## config.mk

```make
export PLATFORM = sky130hd
export DESIGN_NAME = camera_emulator
export DESIGN_NICKNAME = d
export VERILOG_FILES = /design/src/rtl/camera_emulator.sv
export SDC_FILE = /design/constraint.sdc
export NUM_CORES = 1
export LEC_CHECK = 0
export ABC_AREA = 1
export CORE_MARGIN = 2
export CORE_UTILIZATION = 60
export DETAILED_ROUTE_END_ITERATION = 7
export GPL_TIMING_DRIVEN = 0
export PLACE_DENSITY = 0.83
export SLEW_MARGIN = 10
export SYNTH_ARGS = -nofsm -noshare
export SYNTH_HDL_FRONTEND = slang
export SYNTH_SLANG_ARGS = --single-unit
```

## constraint.sdc

```tcl
create_clock -name clk_in -period 2.8 [get_ports clk_in]
set_clock_uncertainty 0.05 [all_clocks]
set_input_delay 0.42 -clock clk_in [delete_from_list [all_inputs] [get_ports clk_in]]
set_output_delay 0.42 -clock clk_in [all_outputs]
set_load 0.03 [all_outputs]
```

## src/rtl/camera_emulator.sv

```systemverilog
// camera_emulator: emulates a parallel-bus camera sensor (OV7670-style timing).
// A free-running divided pixel clock defines byte slots; a frame is VSYNC, back porch,
// active lines of RGB565 test-pattern bytes (high byte first), then front porch.
//
// Ports:
//   clk_in          - sole clock, rising edge
//   rst_in          - synchronous active-high reset
//   enable_in       - request continuous frame generation
//   pattern_in      - test pattern select, latched on entry to VSYNC
//   pclk_out        - emulated pixel clock
//   vsync_out       - high for the VSYNC lines
//   href_out        - high while active bytes are presented
//   pixel_out       - byte data, 8'h00 whenever href_out is low
//   frame_done_out  - one-cycle pulse after the last active byte of a frame
//   frame_count_out - completed frames, wraps 255 -> 0
module camera_emulator #(
    parameter int unsigned H_ACTIVE = 320,
    parameter int unsigned V_ACTIVE = 240,
    parameter int unsigned H_BLANK  = 144,
    parameter int unsigned V_SYNC   = 3,
    parameter int unsigned V_BACK   = 17,
    parameter int unsigned V_FRONT  = 10,
    parameter int unsigned PCLK_DIV = 2
) (
    input  logic       clk_in,
    input  logic       rst_in,
    input  logic       enable_in,
    input  logic [1:0] pattern_in,
    output logic       pclk_out,
    output logic       vsync_out,
    output logic       href_out,
    output logic [7:0] pixel_out,
    output logic       frame_done_out,
    output logic [7:0] frame_count_out
);
    localparam int unsigned ACT_SLOTS  = 2 * H_ACTIVE;
    localparam int unsigned LINE_SLOTS = ACT_SLOTS + H_BLANK;
    localparam int unsigned MAX_SB     = (V_SYNC > V_BACK) ? V_SYNC : V_BACK;
    localparam int unsigned MAX_AF     = (V_ACTIVE > V_FRONT) ? V_ACTIVE : V_FRONT;
    localparam int unsigned MAX_LINES  = (MAX_SB > MAX_AF) ? MAX_SB : MAX_AF;
    localparam int unsigned SLOT_W     = (LINE_SLOTS > 1) ? $clog2(LINE_SLOTS) : 1;
    localparam int unsigned LINE_W     = (MAX_LINES > 1) ? $clog2(MAX_LINES) : 1;
    localparam int unsigned DIV_W      = (PCLK_DIV > 1) ? $clog2(PCLK_DIV) : 1;

    typedef enum logic [2:0] {StIdle, StVsync, StVback, StActive, StVfront} state_e;

    state_e              state_q, state_d;
    logic [SLOT_W-1:0]   slot_q, slot_d;
    logic [LINE_W-1:0]   line_q, line_d;
    logic [LINE_W-1:0]   last_line;
    logic [1:0]          pattern_q, pattern_d;
    logic [DIV_W-1:0]    div_q;
    logic                pclk_q;
    logic                vsync_q, href_q, frame_done_q;
    logic [7:0]          pixel_q, frame_count_q;

    logic                div_wrap, tick, frame_end;
    logic [15:0]         x16, px;
    logic                y4, href_d;
    logic [7:0]          pixel_d;

    // A byte slot boundary is the edge on which pclk falls.
    assign div_wrap  = (div_q == DIV_W'(PCLK_DIV - 1));
    assign tick      = div_wrap && pclk_q;
    assign frame_end = tick && (state_q == StActive) && (line_q == LINE_W'(V_ACTIVE - 1)) &&
                       (slot_q == SLOT_W'(ACT_SLOTS - 1));

    always_comb begin
        last_line = '0;
        unique case (state_q)
            StVsync:  last_line = LINE_W'(V_SYNC - 1);
            StVback:  last_line = LINE_W'(V_BACK - 1);
            StActive: last_line = LINE_W'(V_ACTIVE - 1);
            StVfront: last_line = LINE_W'(V_FRONT - 1);
            default:  last_line = '0;
        endcase
    end

    // Position (state, line, slot) of the slot that starts at the next boundary.
    always_comb begin
        state_d   = state_q;
        slot_d    = slot_q;
        line_d    = line_q;
        pattern_d = pattern_q;
        if (state_q == StIdle) begin
            slot_d = '0;
            line_d = '0;
            if (enable_in) begin
                state_d   = StVsync;
                pattern_d = pattern_in;
            end
        end else if (slot_q == SLOT_W'(LINE_SLOTS - 1)) begin
            slot_d = '0;
            if (line_q == last_line) begin
                line_d = '0;
                unique case (state_q)
                    StVsync:  state_d = StVback;
                    StVback:  state_d = StActive;
                    StActive: state_d = StVfront;
                    StVfront: begin
                        if (enable_in) begin
                            state_d   = StVsync;
                            pattern_d = pattern_in;
                        end else begin
                            state_d = StIdle;
                        end
                    end
                    default:  state_d = StIdle;
                endcase
            end else begin
                line_d = line_q + LINE_W'(1);
            end
        end else begin
            slot_d = slot_q + SLOT_W'(1);
        end
    end

    // Pixel value for the upcoming slot; x is the pixel index, y4 is line bit 4.
    always_comb begin
        x16    = 16'(slot_d >> 1);
        y4     = ((32'(line_d) >> 4) & 32'd1) != 32'd0;
        href_d = (state_d == StActive) && (32'(slot_d) < ACT_SLOTS);
        unique case (pattern_q)
            2'd0: px = 16'hFFFF;
            2'd1: px = x16;
            2'd2: px = (x16[4] ^ y4) ? 16'hFFFF : 16'h0000;
            2'd3: px = {frame_count_q, x16[7:0]};
        endcase
        pixel_d = href_d ? (slot_d[0] ? px[7:0] : px[15:8]) : 8'h00;
    end

    always_ff @(posedge clk_in) begin
        if (rst_in) begin
            state_q       <= StIdle;
            slot_q        <= '0;
            line_q        <= '0;
            pattern_q     <= '0;
            div_q         <= '0;
            pclk_q        <= 1'b0;
            vsync_q       <= 1'b0;
            href_q        <= 1'b0;
            pixel_q       <= 8'h00;
            frame_done_q  <= 1'b0;
            frame_count_q <= 8'h00;
        end else begin
            frame_done_q <= frame_end;
            if (div_wrap) begin
                div_q  <= '0;
                pclk_q <= ~pclk_q;
            end else begin
                div_q <= div_q + DIV_W'(1);
            end
            if (tick) begin
                state_q   <= state_d;
                slot_q    <= slot_d;
                line_q    <= line_d;
                pattern_q <= pattern_d;
                vsync_q   <= (state_d == StVsync);
                href_q    <= href_d;
                pixel_q   <= pixel_d;
            end
            if (frame_end) begin
                frame_count_q <= frame_count_q + 8'd1;
            end
        end
    end

    assign pclk_out        = pclk_q;
    assign vsync_out       = vsync_q;
    assign href_out        = href_q;
    assign pixel_out       = pixel_q;
    assign frame_done_out  = frame_done_q;
    assign frame_count_out = frame_count_q;
endmodule
```

==> reports/results.ini <==
[route]
wirelength_um = 6130
vias_per_cell = 5.58
vias = 2544
drcViolationCount = 0
dr.pass1.iters = 5
drt_iter0_drc = 264
antenna_left = 0
detail_route.wl_per_cell_um = 13.4

[sta]
fin_crit_sh = 0.815
slew_violations = 0
hold_viol = 0
rsz0062_at_grt = false
max_slew_margin = 0.543
max_freq_mhz = 438
min_period_ns = 2.28
tightest_slew_ns = 0.685
setup_slack_ns = 0.518
final-setup-viol-count = 0
final.setup.tns_ns = 0

[worst_setup_path]
crit_path_end_kind = flip-flop
cp.arrival_ns = 2.43
crit_fanout = 5
path_class = flip-flop to flip-flop
cp-start-kind = flip-flop
crit_required_ns = 2.95

[global_routing]
grt_overflow = 0
antenna_found_initial = 0
grt_pass1_vias = 2410
grt.total_usage = 0.274
grt_max_degree = 16
grt_pass1_wl_um = 10900

[clock_tree]
cts.sinks = 44
cts_resized = 0
ctsHoldBuffers = 0
cts_root_buf = clkbuf_8
clock_latency_ns = 0.30
cts_buffers = 5
ctsHtreeMaxLevel = 2
cts_tree = built
clkTransAtPathRegs_ns = 0.09
clock_path_buffers = 2
cts_setup_buffers = 0

[pwr]
ir_worst_vdd_v = 0.000316
leakagePower_nw = 1.14
power_density_nw_per_um2 = 417

[yosys]
seq_area_frac_synth = 0.346
ys_types = 38
synth-seq-cells = 44
syn-cell-area_sq_um = 2540
syn_inst = 374
avgSynthCellArea_sq_um = 6.80
synth_nets = 382
synth.area.top_cells = dfxtp_1 35%, nand2_1 13%, nand3_1 7.9%
yosysTopAreaCell = dfxtp_1
synth_top_cell_area_share = 0.346
synth_warnings = 0

[floorplanning]
coreArea_sq_um = 4030
io_pins = 25
chipWidth_um = 69.1
num_rows = 23
start_util = 0.631
die_y_um = 69.1
die_area_sq_um = 4780

[placement]
hpwl_um = 4660
port_buffers = 24
place_congestion = 0.950
dp_slack_ns = 0.282

[cells_and_area]
antenna_cells = 0
final_core_util = 0.735
final_layout_size_suffix_gt1_frac = 0.0985
nNetsFinal = 413
syn_to_final_growth_pct = 16.4

[worst_hold_path]
hp-class = flip-flop to flip-flop

[job]
maxCapViolCount = 0

[run_status]
outcome = finished clean

==> synth_stat cells (all sizes together) <==
cell type and instances:
o21ai 16, o22ai 8, nand4 12, nand2 98, clkbuf 3, a22oi 4, a21oi 13, nor3 10
xor2 3, o211ai 1, nand3 45, a2bb2oi 1, a21boi 1, a31oi 2, buf 1, a211oi 1
nor2 48, o32ai 1, ha 3, nor4 2, nor3b 3, inv 52, dfxtp 44, o21a 1
a22o 1
==> power by group <==
group          leakage [nW]  internal, mW  switching [mW]
clock                0.0548         0.269           0.237
combinational         0.727        0.0307          0.0634
sequential            0.355         0.630         0.00529
total                  1.14         0.930           0.305
==> critical path, stage by stage (launching register included) <==
cell and delay [ns]:
dfxtp_1 0.43, ha_1 0.20, nand2_1 0.11, nor2_4 0.16, nand2_1 0.11, nor3_1 0.36, nand2_1 0.19, inv_2 0.10
nand4_1 0.11, nor2_1 0.15, a21oi_1 0.08, o21a_1 0.13
==> state kept, by name (all words and copies together) (netlist names) <==
name,flops
slot_q,10
frame_count_out,8
line_q,8
pixel_out,8
state_q,3
pattern_q,2
div_q,1
frame_done_out,1
href_out,1
pclk_out,1
vsync_out,1
==> routing by layer <==
metal | track usage | up-vias | share of wire
li1 | - | 1302 | -
met1 | 0.368 | 1149 | 0.46
met2 | 0.454 | 85 | 0.47
met3 | 0.0512 | 8 | 0.059
met4 | 0.0719 | 0 | 0.011
met5 | 0 | - | 0
==> stage by stage <==
step                      hold WS, ns  instances  power [mW]  instance area [sq um]
after global placement          0.379        448       0.742                   2850
after detailed placement        0.385        448       0.743                   2850
after floorplan                 0.363        374       0.717                   2540
after CTS                       0.403        456        1.24                   2960
after global routing            0.428        456        1.28                   2960
final                           0.397        456        1.24                   2960
==> worst paths after layout <==
| check | startpoint | cells after the start | endpoint | slack [ns] |
|---|---|---|---|---|
| max | slot_q[0] | 11 | frame_count_out[6] | 0.52 |
| max reg2reg | slot_q[0] | 11 | frame_count_out[6] | 0.52 |
| min reg2reg | div_q | 1 | div_q | 0.40 |
| min | div_q | 1 | div_q | 0.40 |
==> cell type report <==
type	count	area, sq um
Tap cell	50	62.6
Clock buffer	5	68.8
Timing Repair Buffer	24	240
Inverter	52	195
Buffer	4	18.8
Clock inverter	3	46.3
Sequential cell	44	881
Fill cell	350	1070
Multi-Input combinational cell	274	1450
==> layout by cell type, fill, tap and decap left out, types with 9 or more instances in the layout <==
master / instances
nand4_1: 11
dfxtp_1: 44
nand3_1: 40
clkdlybuf4s50_1: 24
nor3_1: 9
nor2_1: 39
nand2_1: 90
o21ai_0: 14
inv_1: 47
a21oi_1: 13
==> kinds of logic after synthesis <==
| kind of cell | count (synthesis) | share of synthesized area |
|---|---|---|
| and+or+nand+nor | 218 | 0.427 |
| AOI/OAI and AO/OA | 50 | 0.117 |
| buffers and inverters | 56 | 0.0841 |
| xor gates and xnor gates | 3 | 0.0103 |
| DFF | 44 | 0.346 |
| adders and majority gates | 3 | 0.0148 |
Power figures use the tool's default switching activity.
